--- src/rtl/step_sequencer.sv ---
// ============================================================================
// Module  : step_sequencer
// Purpose : Programmable STEPS-entry note loop driving the voice trigger and
//           oscillator period at a tempo-tick rate.
// Rev     : 1.0 - initial release
// ============================================================================
`default_nettype none

module step_sequencer #(
  parameter int STEPS    = 8,
  parameter int TICK_DIV = 20480
) (
  input  logic                     clk,
  input  logic                     rst,
  input  logic                     run,
  input  logic [7:0]               tempo,
  input  logic [7:0]               gate_len,
  input  logic                     wr_en,
  input  logic [$clog2(STEPS)-1:0] wr_addr,
  input  logic [11:0]              wr_count,
  input  logic                     wr_rest,
  output logic                     trig,
  output logic [11:0]              osc_count,
  output logic [$clog2(STEPS)-1:0] step,
  output logic                     step_strobe,
  output logic                     busy
);

  localparam int PW = (TICK_DIV > 2) ? $clog2(TICK_DIV) : 1;
  localparam logic [PW-1:0] c_pre_last = PW'(TICK_DIV - 1);
  localparam logic [PW-1:0] c_pre_one  = PW'(1);

  typedef enum logic [1:0] {
    S_IDLE = 2'd0,
    S_LOAD = 2'd1,
    S_PLAY = 2'd2
  } state_t;

  state_t         r_state;
  logic [11:0]    r_count [STEPS];
  logic           r_rest  [STEPS];
  logic [PW-1:0]  r_pre;
  logic [7:0]     r_tick;
  logic [7:0]     r_tlim;
  logic [7:0]     r_gate;
  logic           r_rest_cur;

  logic           w_pre_wrap;
  logic           w_step_end;
  logic [PW-1:0]  w_pre_n;
  logic [7:0]     w_tick_n;
  logic           w_gate_on;

  // Position of the next cycle within the step, tracked as (tick, prescaler)
  // so the gate compare against gate_len*TICK_DIV needs no multiplier.
  assign w_pre_wrap = (r_pre == c_pre_last);
  assign w_step_end = w_pre_wrap && (r_tick == (r_tlim - 8'd1));
  assign w_pre_n    = w_pre_wrap ? '0 : (r_pre + c_pre_one);
  assign w_tick_n   = w_pre_wrap ? (r_tick + 8'd1) : r_tick;
  assign w_gate_on  = (w_tick_n < r_gate) ||
                      ((w_tick_n == r_gate) && (w_pre_n == '0));

  always_ff @(posedge clk) begin
    if (rst) begin
      for (int i = 0; i < STEPS; i++) begin
        r_count[i] <= '0;
        r_rest[i]  <= 1'b1;
      end
    end else if (wr_en) begin
      r_count[wr_addr] <= wr_count;
      r_rest[wr_addr]  <= wr_rest;
    end
  end

  always_ff @(posedge clk) begin
    if (rst) begin
      r_state     <= S_IDLE;
      trig        <= 1'b0;
      osc_count   <= '0;
      step        <= '0;
      step_strobe <= 1'b0;
      busy        <= 1'b0;
      r_pre       <= '0;
      r_tick      <= '0;
      r_tlim      <= 8'd1;
      r_gate      <= '0;
      r_rest_cur  <= 1'b1;
    end else begin
      case (r_state)
        S_IDLE: begin
          trig   <= 1'b0;
          step   <= '0;
          r_pre  <= '0;
          r_tick <= '0;
          if (run) begin
            r_state     <= S_LOAD;
            step_strobe <= 1'b1;
            busy        <= 1'b1;
          end else begin
            step_strobe <= 1'b0;
            busy        <= 1'b0;
          end
        end

        S_LOAD: begin
          if (!run) begin
            r_state     <= S_IDLE;
            trig        <= 1'b0;
            step        <= '0;
            step_strobe <= 1'b0;
            busy        <= 1'b0;
          end else begin
            r_state     <= S_PLAY;
            step_strobe <= 1'b0;
            r_tlim      <= (tempo == 8'd0) ? 8'd1 : tempo;
            r_gate      <= gate_len;
            r_rest_cur  <= r_rest[step];
            if (!r_rest[step]) begin
              osc_count <= r_count[step];
            end
            // LOAD is c=0, so the next cycle is c=1 (tick 0, prescaler 1).
            r_pre       <= c_pre_one;
            r_tick      <= '0;
            trig        <= !r_rest[step] && (gate_len != 8'd0);
          end
        end

        S_PLAY: begin
          if (!run) begin
            r_state     <= S_IDLE;
            trig        <= 1'b0;
            step        <= '0;
            step_strobe <= 1'b0;
            busy        <= 1'b0;
          end else if (w_step_end) begin
            r_state     <= S_LOAD;
            trig        <= 1'b0;
            step        <= step + 1'b1;
            step_strobe <= 1'b1;
            r_pre       <= '0;
            r_tick      <= '0;
          end else begin
            r_pre  <= w_pre_n;
            r_tick <= w_tick_n;
            trig   <= !r_rest_cur && w_gate_on;
          end
        end

        default: begin
          r_state     <= S_IDLE;
          trig        <= 1'b0;
          step        <= '0;
          step_strobe <= 1'b0;
          busy        <= 1'b0;
        end
      endcase
    end
  end

endmodule

`default_nettype wire
--- config.mk ---
export PLATFORM = sky130hd
export DESIGN_NAME = step_sequencer
export DESIGN_NICKNAME = d
export VERILOG_FILES = /design/src/rtl/step_sequencer.sv
export SDC_FILE = /design/constraint.sdc
export NUM_CORES = 1
export LEC_CHECK = 0
export CAP_MARGIN = 5
export CORE_ASPECT_RATIO = 0.7
export CORE_UTILIZATION = 59
export CTS_CLUSTER_SIZE = 10
export DETAILED_ROUTE_END_ITERATION = 6
export HOLD_SLACK_MARGIN = 0.03
export PLACE_DENSITY = 0.77
export SYNTH_ARGS = -nofsm -noshare
export SYNTH_HDL_FRONTEND = slang
export SYNTH_SLANG_ARGS = --single-unit
--- constraint.sdc ---
create_clock -name clk -period 3.59 [get_ports clk]
set_input_delay 0.8975 -clock clk [delete_from_list [all_inputs] [get_ports clk]]
set_output_delay 0.8975 -clock clk [all_outputs]
set_load 0.05 [all_outputs]
**Yosys cells after proc, flatten, opt, wreduce, memory -nomap -nowiden**

Memory sizes are Yosys's and may differ from the RTL's. A register that Yosys moved wholly into a read port is not among the register bits.
Cells that the tools add are included.

- Register bits: 48
- Bits in latches: 0
- Bits in writable memories: 104
- Memory bits (read-only): 0
- Bits of input ports: 36
- Output and inout port bits: 18
- Logic and storage cells: 92
- Memories kept: 2

Memories:

| name | depth | width | read ports | clocked after memory_dff | wr ports | line | source |
|---|---|---|---|---|---|---|---|
| r_count | 8 | 12 | 1 | 1 | 8 | 40 | `logic [11:0] r_count [STEPS];` |
| r_rest | 8 | 1 | 1 | 1 | 8 | 41 | `logic r_rest [STEPS];` |

- $add $sub $neg: 4
- Multiply operators: 0
- Divide/modulo/power cells: 0
- Order comparisons: 1
- Eq/ne operators: 11
- Shift-type cells: 0
- Mux-type cells: 43
- Bitwise operators: 1
- Reductions and logical operators: 20

Operator list:

| operator | count |
|---|---|
| $mux 15 | 4 |
| $pmux 15 s3 | 1 |
| $mux 8 | 5 |
| $pmux 8 s3 | 1 |
| $mux 3 | 7 |
| $eq 8x8->1 | 2 |
| $add 15x1->15 const B | 1 |
| $eq 15x15->1 const B | 1 |
| $logic_not 15->1 | 1 |
| $mux 1 | 15 |
| $mux 12 | 1 |
| $reduce_or 12->1 | 1 |
| $ne 2x2->1 const B | 5 |
| $add 8x1->8 const B | 1 |
| $logic_not 8->1 | 1 |
| $lt 8x8->1 | 1 |
| $mux 2 | 4 |
| $reduce_bool 8->1 | 1 |
| $sub 8x1->8 const B | 1 |
| $pmux 1 s2 | 3 |
| $pmux 2 s3 | 1 |
| $pmux 3 s2 | 1 |
| $reduce_and 2->1 | 3 |
| $reduce_and 3->1 | 2 |
| other kinds (12) | 16 |

**Longest topological paths before layout**

- Word-level depth: 9
- Depth in mapped cells: 13
- Gate-level depth less buffers: 12

**Worst setup path before layout**

No wires, ideal clock.

- Path type: flip-flop to flip-flop
- Start: register r_pre[0]
- End: register trig
- Library setup time: 0.096 ns
- Data arrival time: 3.168 ns
- Required time: 3.494 ns
- Slack: 0.326 ns
- Cell stages (with the launch flop): 13
- Buffers on the path: 1
- Clock period less this slack: 3.264 ns
- Cells stage by stage: dfxtp_1 -> ha_1 -> nand3_2 -> nor4_4 -> buf_2 -> mux2_2 -> ha_1 -> nand4_1 -> nor3_1 -> nand2_1 -> or4_1 -> o32a_1 -> o41ai_2

- Longest elaborated chain between the ends: 9
- Elaborated cells on any way between the ends: 14
- Those cells by class: add/sub: 1; order compare: 1; eq/ne: 2; mux: 5; reduce/logical: 5

Ends and longest elaborated chain:

| element | line | source |
|---|---|---|
| start: declaration | 42 | `logic [PW-1:0] r_pre;` |
| start signal: assignment | 122 | `r_pre <= c_pre_one;` |
| start signal: assignment | 143 | `r_pre <= w_pre_n;` |
| $add 15x1->15 / $eq 15x15->1 (equally long branches) | 58, 56 |  |
| $mux 15 / $mux 8 (equally long branches) | 58, 59 |  |
| $logic_not 15->1 / $eq 8x8->1 (equally long branches) | 61 | `((w_tick_n == r_gate) && (w_pre_n == '0));` |
| $logic_and 1x1->1 | 61 |  |
| $logic_or 1x1->1 | 60 | `assign w_gate_on = (w_tick_n < r_gate) \|\|` |
| $logic_and 1x1->1 | 145 | `trig <= !r_rest_cur && w_gate_on;` |
| $mux 1 * | 135 | `end else if (w_step_end) begin` |
| $mux 1 * | 129 | `if (!run) begin` |
| $pmux 1 s2 * | 89 | `case (r_state)` |
| end signal: assignment | 124 | `trig <= !r_rest[step] && (gate_len != 8'd0);` |
| end signal: assignment | 145 |  |
| end: declaration | 22 | `output logic trig,` |

Mark *: on every way between the ends. The rest lies on a longest branch, timed or not.
A chain may end at the register's enable or synchronous reset.

**Worst setup path after layout**

- Start: register r_pre[14]
- End: register trig

Same word-level chain as after synthesis.

==> impl_metrics.yaml <==
outcome:
  status: "finished, final reports clean"
placement:
  dpl.hpwl_um: 13400
  portBuffers: 53
  place.gp.congestion: 0.928
finish:
  fillerInstances: 999
  final_nets: 848
  area_growth_pct: 16.5
  drive_gt1_share_pct: 14.0
  multiInputGateArea_sq_um: 3610
  n_antenna_cell: 0
  register_area_sq_um: 4310
routing:
  vias_per_cell: 6.01
  dr.pass1.iters: 5
  drtIter0Drc: 470
  vias: 5973
  finalWirelength_um: 19700
  drc_errors: 0
  routedWlPerCell_um: 19.8
  ant_nets: 0
global_routing:
  grt_pass1_vias: 5771
  antenna_found_initial: 0
  grt_pass1_wl_um: 30800
  grt-ovfl-total: 0
  grt_use_total_pct: 29.1
  grt_max_degree: 30
sta:
  period_needed_ps: 3370
  hold_slack_ps: 461
  fin_tns_setup_ps: 0
  worst_pin_slew_ps: 728
  grt_setup_unrepaired: "false"
  finalHoldViolCount: 0
  fmax_mhz: 297
  fin_crit_sh_pct: 93.9
  skew_ps: 10.7
  final_max_slew_viol_count: 0
  slew_headroom_pct: 50.1
  setup_viol: 0
clocking:
  cts_resized: 0
  h-tree-depth: 4
  clockRootBuffer: "clkbuf_16"
  clk_latency_ps: 430
  cts_sinks: 167
  tritoncts: "done"
  cts_made_buffers: 17
  clkSlewWorstSetupHoldPaths_ps: 70
  hold_buffers: 0
  cts_buffer_depth: 2
  post_cts_buffers: 0
synth:
  ys_types: 64
  ys_warn_count: 0
  synth-edff-count: 96
  synth_top_area_share_pct: 35.4
  synthTopCellsByArea: "edfxtp_1 35%, dfxtp_1 17%, and2_1 7.4%, mux4_2 7.2%, nor2_1 3.4%"
  synth_compound_area_share_pct: 8.30
  ys_seq_area_share_pct: 52.8
  synth_top_area_cell: "edfxtp_1"
  synth_nets: 796
  synthMuxAreaShare_pct: 9.99
  synth_adder_area_share_pct: 2.46
  ys_ff_latch: 167
  synthSimpleGateAreaFrac_pct: 21.3
  synthCells: 744
  avgSynthCellArea_sq_um: 11.0
  netlist_area_sq_um: 8150
  synth-xor-area-share_pct: 2.26
  synthFlopType: "edfxtp_1"
  synth_top_family_by_area: "simple AND/OR/NAND/NOR gates"
  async_reset_ff_share_pct: 0
run:
  maxCapViolations: 0
die:
  core-area_sq_um: 13300
  die_y_um: 100
  placementRows: 35
  fp.dieW_um: 142
  initial_utilization_pct: 61.2
  die-area_sq_um: 14300
  ios: 54
critical_path:
  path_buf_inv: 1
  cpMostUsedCell: "nand4_1"
  crit_chain: "or3b_1 > nor4_4 > buf_4 > nand4_1 > xnor2_1 > ha_1 > nand4_1 > nor3_2 > nand2_1 > or4_1 > o32a_1 > o41ai_2"
  cp_top_family: "simple AND/OR/NAND/NOR gates"
  start_kind: "register"
  cp_max_fo: 8
  worstPathArrival_ps: 3700
  crit_type: "reg -> reg"
  critical-path-max-stage-delay_ps: 410
  cp_data_required_time_ps: 3920
  cp-end-kind: "register"
  cp_slowest_cell: "or3b_1"
pwr:
  leakagePower_uw: 0.00338
  ir_drop_mv: 0.323
  p_per_area_nw_per_um2: 446
min_path:
  hold_path_class: "reg -> reg"
==> cell usage in the layout (no fill, tap or decap), types with 23 or more instances in the layout <==
master,instances
mux4_2,26
clkdlybuf4s50_1,52
and2_1,97
nand2_1,68
nor2_1,74
dfxtp_1,67
edfxtp_1,96
buf_4,25
o21ai_0,23
a21oi_1,43
==> sequential cells by signal (all words and copies together) (netlist names), named ones only <==
signal       flops
r_tlim           8
r_tick           8
step             3
r_gate           8
busy             1
r_count         96
trig             1
step_strobe      1
r_state          2
r_rest           8
r_rest_cur       1
osc_count       12
r_pre           15
==> synth_stat cells (3+ instances only) <==
master,instances
a21oi_1,43
a221o_1,5
a22o_1,4
a311oi_1,5
a31oi_1,3
and2_1,97
and3_1,5
buf_2,7
clkbuf_1,34
dfxtp_1,71
edfxtp_1,96
ha_1,16
inv_1,15
mux2i_1,18
mux4_2,26
nand2_1,68
nand2b_1,10
nand3_1,5
nand3b_1,6
nand4_1,8
nor2_1,74
nor3_1,18
nor3b_1,3
nor4_1,6
o21ai_0,23
or2_2,10
or3_1,3
xnor2_1,11
xor2_1,10
==> power breakdown <==
part / total [uW] / leakage, uW / switching (uW) / internal, uW
logic: 320 / 0.00160 / 190 / 130
clock network: 1770 / 0.000282 / 846 / 929
registers: 2140 / 0.00150 / 31.9 / 2110
==> layer usage <==
metal  global-route usage (%)  part of all wire [%]
met1                     41.7                    45
met2                     45.7                    46
met3                     6.44                   8.5
met4                     6.53                  0.95
met5                        0                     0
==> through the flow <==
step	total power, uW	setup slack [ps]	std cells	utilization, %	area (sq um)
5_1_grt	4360	0.770	994	71.4	9500
3_5_place_dp	2500	139	962	67.0	8910
2_1_floorplan	2360	326	744	-	8150
6_report	4230	219	994	71.4	9500
4_1_cts	4250	115	994	71.3	9490
3_3_place_gp	2480	341	962	67.0	8910
==> cell families after synthesis <==
family,after synthesis
adders and majority gates,16
xor gates and xnor gates,21
DFF,167
AOI/OAI and AO/OA,105
and+or+nand+nor,327
muxes,48
buffers and inverters,60
==> path summary, 6_finish.rpt <==
check,startpoint,end,slack (ps),depth (start not counted)
hold / removal,r_gate[5],r_gate[5],460,2
setup / recovery,r_pre[14],trig,220,12
setup reg to reg,r_pre[14],trig,220,12
hold reg to reg,r_gate[5],r_gate[5],460,2
==> final cells by class <==
cell class	count	share of cell area (%)
Timing Repair Buffer	78	7.51
Clock inverter	15	1.58
Clock buffer	17	4.48
Tap cell	185	2.44
Sequential cell	167	45.4
Multi-Input combinational cell	517	38.0
Inverter	15	0.593
==> worst min-delay path, cell delays in order, from the launching register on <==
cell and delay (ps):
dfxtp_1 310, nand2_1 50, a21oi_1 50
Power figures use the tool's default switching activity.
==> RTL edit 1: new RTL, same settings <==
Re-encode `state_t` (3 states) as one-hot, 3 bits wide.
--- a/src/rtl/step_sequencer.sv
+++ b/src/rtl/step_sequencer.sv
@@ -30,10 +30,10 @@
   localparam logic [PW-1:0] c_pre_last = PW'(TICK_DIV - 1);
   localparam logic [PW-1:0] c_pre_one  = PW'(1);
 
-  typedef enum logic [1:0] {
-    S_IDLE = 2'd0,
-    S_LOAD = 2'd1,
-    S_PLAY = 2'd2
+  typedef enum logic [2:0] {
+    S_IDLE = 3'b001,
+    S_LOAD = 3'b010,
+    S_PLAY = 3'b100
   } state_t;
 
   state_t         r_state;
Formal check against the unedited RTL: no difference found for any inputs over 4 cycles, from zero or initial values and one cycle with rst high; so few cycles prove little.
==> RTL edit 1 against the unedited design <==
Critical path depth stayed put; synthesized area hardly changed; first-iteration DRC count is 18% higher; sequential share of layout area is 0.32 points lower; routed wire length is 0.69% higher; synthesized cell count is 1.5% higher; fmax is 0.26% lower; cell area is 1.1% higher; sequential cell count is 1 higher; worst setup slack worse by 0.0087 ns; power is 0.96% higher; highest routed layer unchanged.
==> RTL edit 1: results (changes against the unedited design) <==
- Final Net Count: 860 (+1.4%)
- Share of cells above drive strength 1: 0.130 (-0.00998)
- Fraction of the mapped netlist area in adder cells: 0.0184 (-0.00613)
- Worst-path maximum fanout: 14 (+6)
- Proportion of synthesized area in mux cells: 0.0905 (-0.00946)
- Met3 usage in global routing: 0.0906 (+0.0262)
- Synth top area cells: sky130_fd_sc_hd__edfxtp_1 (35%), sky130_fd_sc_hd__dfxtp_1 (18%), sky130_fd_sc_hd__and2_1 (7.4%)
- Post-synthesis sequential area ratio: 0.531 (+0.00278)
- Switching power: 1010 uW (-5.8%)
- Xor and xnor area share after synthesis: 0.0247 (+0.00216)
- Hold path startpoint: r_gate[7]
- Outcome: completed
- Fraction of power consumed by combinational cells: 0.054 (-0.022)
- Maximum single-stage delay on the critical path: 0.44 ns (+0.03 ns)
- Arrival time of data at the critical path endpoint: 3.75 ns (+0.05 ns)
- Worst setup path startpoint: r_pre[1]
- Total track usage: 0.297 (+0.00569)
- Post-Syn Nets: 803 (+0.88%)
- Routed wire length on met3: 2.00 mm (+20%)
- Maximum number of pins on one net before global-route repair: 43 (+43%)
- Routed length on met2: 8.67 mm (-3.7%)
- Most frequent cells after synthesis: sky130_fd_sc_hd__and2_1 (96), sky130_fd_sc_hd__edfxtp_1 (96), sky130_fd_sc_hd__dfxtp_1 (72), sky130_fd_sc_hd__nand2_1 (71), sky130_fd_sc_hd__nor2_1 (62)
- 1st-iter DRT viols: 554 (+18%)
- Routed vias/inst: 6.05 (+0.74%)
- Total cell area at the placement stage: 8970 sq um (+0.58%)
- Met1 Resource Use GR: 0.423 (+0.00597)
- Finished Layout Cells: 1010 (+1.6%)
- Post-detailed-placement half-perimeter wirelength: 13.7 mm (+2.1%)
[RTL edit 1: final timing paths]
kind	endpoint	slack, ns	depth (start not counted)
setup / recovery	trig	0.21	12
hold / removal	r_gate[7]	0.46	2
setup reg to reg	trig	0.21	12
hold reg to reg	r_gate[7]	0.46	2
[RTL edit 1: area by class of cell]
type,count,area (sq um),share of cell area
multi-input combinational,519,3580,0.373
clock buffer,17,425,0.0443
clock inverter,15,180,0.0188
timing repair buffer,87,786,0.0818
sequential,168,4330,0.450
inverter,19,71.3,0.00743
tap,185,231,0.0241
[RTL edit 1: critical path: cells and delay by family, from the launching register on]
kind | cells | cell delay (ns)
buffers and inverters | 1 | 0.25
flip-flops | 1 | 0.44
AND/OR/NAND/NOR | 6 | 1.53
XOR/XNOR | 1 | 0.19
AO/OA/AOI/OAI | 2 | 0.30
adder cells (fa/ha/maj) | 2 | 0.60
==> RTL edit 2: new RTL, same settings <==
Made on the original files. The parameter `TICK_DIV` goes from 20480 to 10240.
--- a/src/rtl/step_sequencer.sv
+++ b/src/rtl/step_sequencer.sv
@@ -8,7 +8,7 @@
 
 module step_sequencer #(
   parameter int STEPS    = 8,
-  parameter int TICK_DIV = 20480
+  parameter int TICK_DIV = 10240
 ) (
   input  logic                     clk,
   input  logic                     rst,
Check against the original RTL: no difference found for any inputs over 4 cycles, from zero or initial values and one cycle with rst high; that may be too few to reach the edited logic, so the function may still have changed.
==> RTL edit 2 against the unedited design <==
Largest cell class unchanged; worst setup slack gained 0.00078 ns; critical path depth increased by 2; fmax about the same; die area shrank 1.5%; non-clock buffer count is 4 higher; core utilization rose by 0.55 points; sequential cell count down 1; critical path type unchanged; routed wire length rose by 2.8%; synthesized area decreased by 1.5%; power rose by 7.0%; count of clock-buffer cells in the layout unchanged; critical endpoint unchanged; cell area up 0.11%.
==> RTL edit 2: results (changes against the unedited design) <==
- Outcome: completed
- Clock-cell share of area: 0.0697 (+0.00915)
- Total track usage: 0.309 (+0.0173)
- Peak Freq: 0.297 GHz (about the same)
- Arrival time of data at the critical path endpoint: 3.69 ns (about the same)
- Worst setup slack before clock tree synthesis: 0.225 ns (+0.0864 ns)
- Share of total power consumed by net switching: 0.228 (-0.0238)
- Final-layout non-clock buffer area share: 0.0782 (+0.00308)
- Final setup skew: 0.0112 ns (+0.000553 ns)
- Buffers excl. clock: 82 (+5.1%)
- Smallest hold slack: 0.458 ns (-0.00241 ns)
- Post-detailed-placement half-perimeter wirelength: 13.3 mm (-0.61%)
- Fraction of the mapped netlist area in adder cells: 0.0249 (+0.000367)
- Sequential share of cell area: 0.451 (-0.00271)
- Inverter count of the layout excluding clock inverters: 16 (+1)
- Post-synthesis sequential area ratio: 0.533 (+0.00540)
- Multi-In Gates: 507 (-1.9%)
- Routed vias/inst: 6.10 (+1.5%)
- Pleak: 0.00336 uW (-0.68%)
- First-pass GRT wire length: 32.1 mm (+4.0%)
- Maximum number of pins on one net before global-route repair: 37 (+23%)
- End point of the most critical hold path: r_gate[7]
- Largest registers ranked by flip-flop count: r_count (96), r_pre (14), osc_count (12)
- Top cell family by delay on the critical path: compound AO/OA/AOI/OAI gates
- Share of the final layout cell area in multi-input gates: 0.371 (-0.00987)
- Post-Syn Nets: 790 (-0.75%)
- Final Net Count: 842 (-0.71%)
- Number of filler instances in the final layout: 927 (-7.2%)
- Worst reg-to-reg setup slack: 0.22 ns (about the same)
- Hold path startpoint: r_gate[7]
- Xor and xnor area share after synthesis: 0.0207 (-0.00184)
- Per-instance average area after synthesis: 10.9 sq um (-0.67%)
RTL edit 2: cell count changes after synthesis, moves of 5 or more:
cell / before / now
sky130_fd_sc_hd__nand2b_1: 10 / 5
sky130_fd_sc_hd__and3_1: 5 / 11
sky130_fd_sc_hd__a21oi_1: 43 / 34
sky130_fd_sc_hd__a221o_1: 5 / 0
sky130_fd_sc_hd__clkbuf_1: 34 / 40
sky130_fd_sc_hd__nor3_1: 18 / 13
sky130_fd_sc_hd__nor2_1: 74 / 57
sky130_fd_sc_hd__xor2_1: 10 / 5
sky130_fd_sc_hd__o21ai_0: 23 / 34
sky130_fd_sc_hd__a211oi_1: 1 / 14
sky130_fd_sc_hd__nand3_1: 5 / 14
RTL edit 2: layer usage:
layer / vias to the layer above / track usage / routed length (um)
li1: 2764 / - / -
met1: 2973 / 0.461 / 9250
met2: 263 / 0.469 / 9240
met3: 25 / 0.0573 / 1500
met4: 0 / 0.0728 / 229
met5: - / 0 / 0
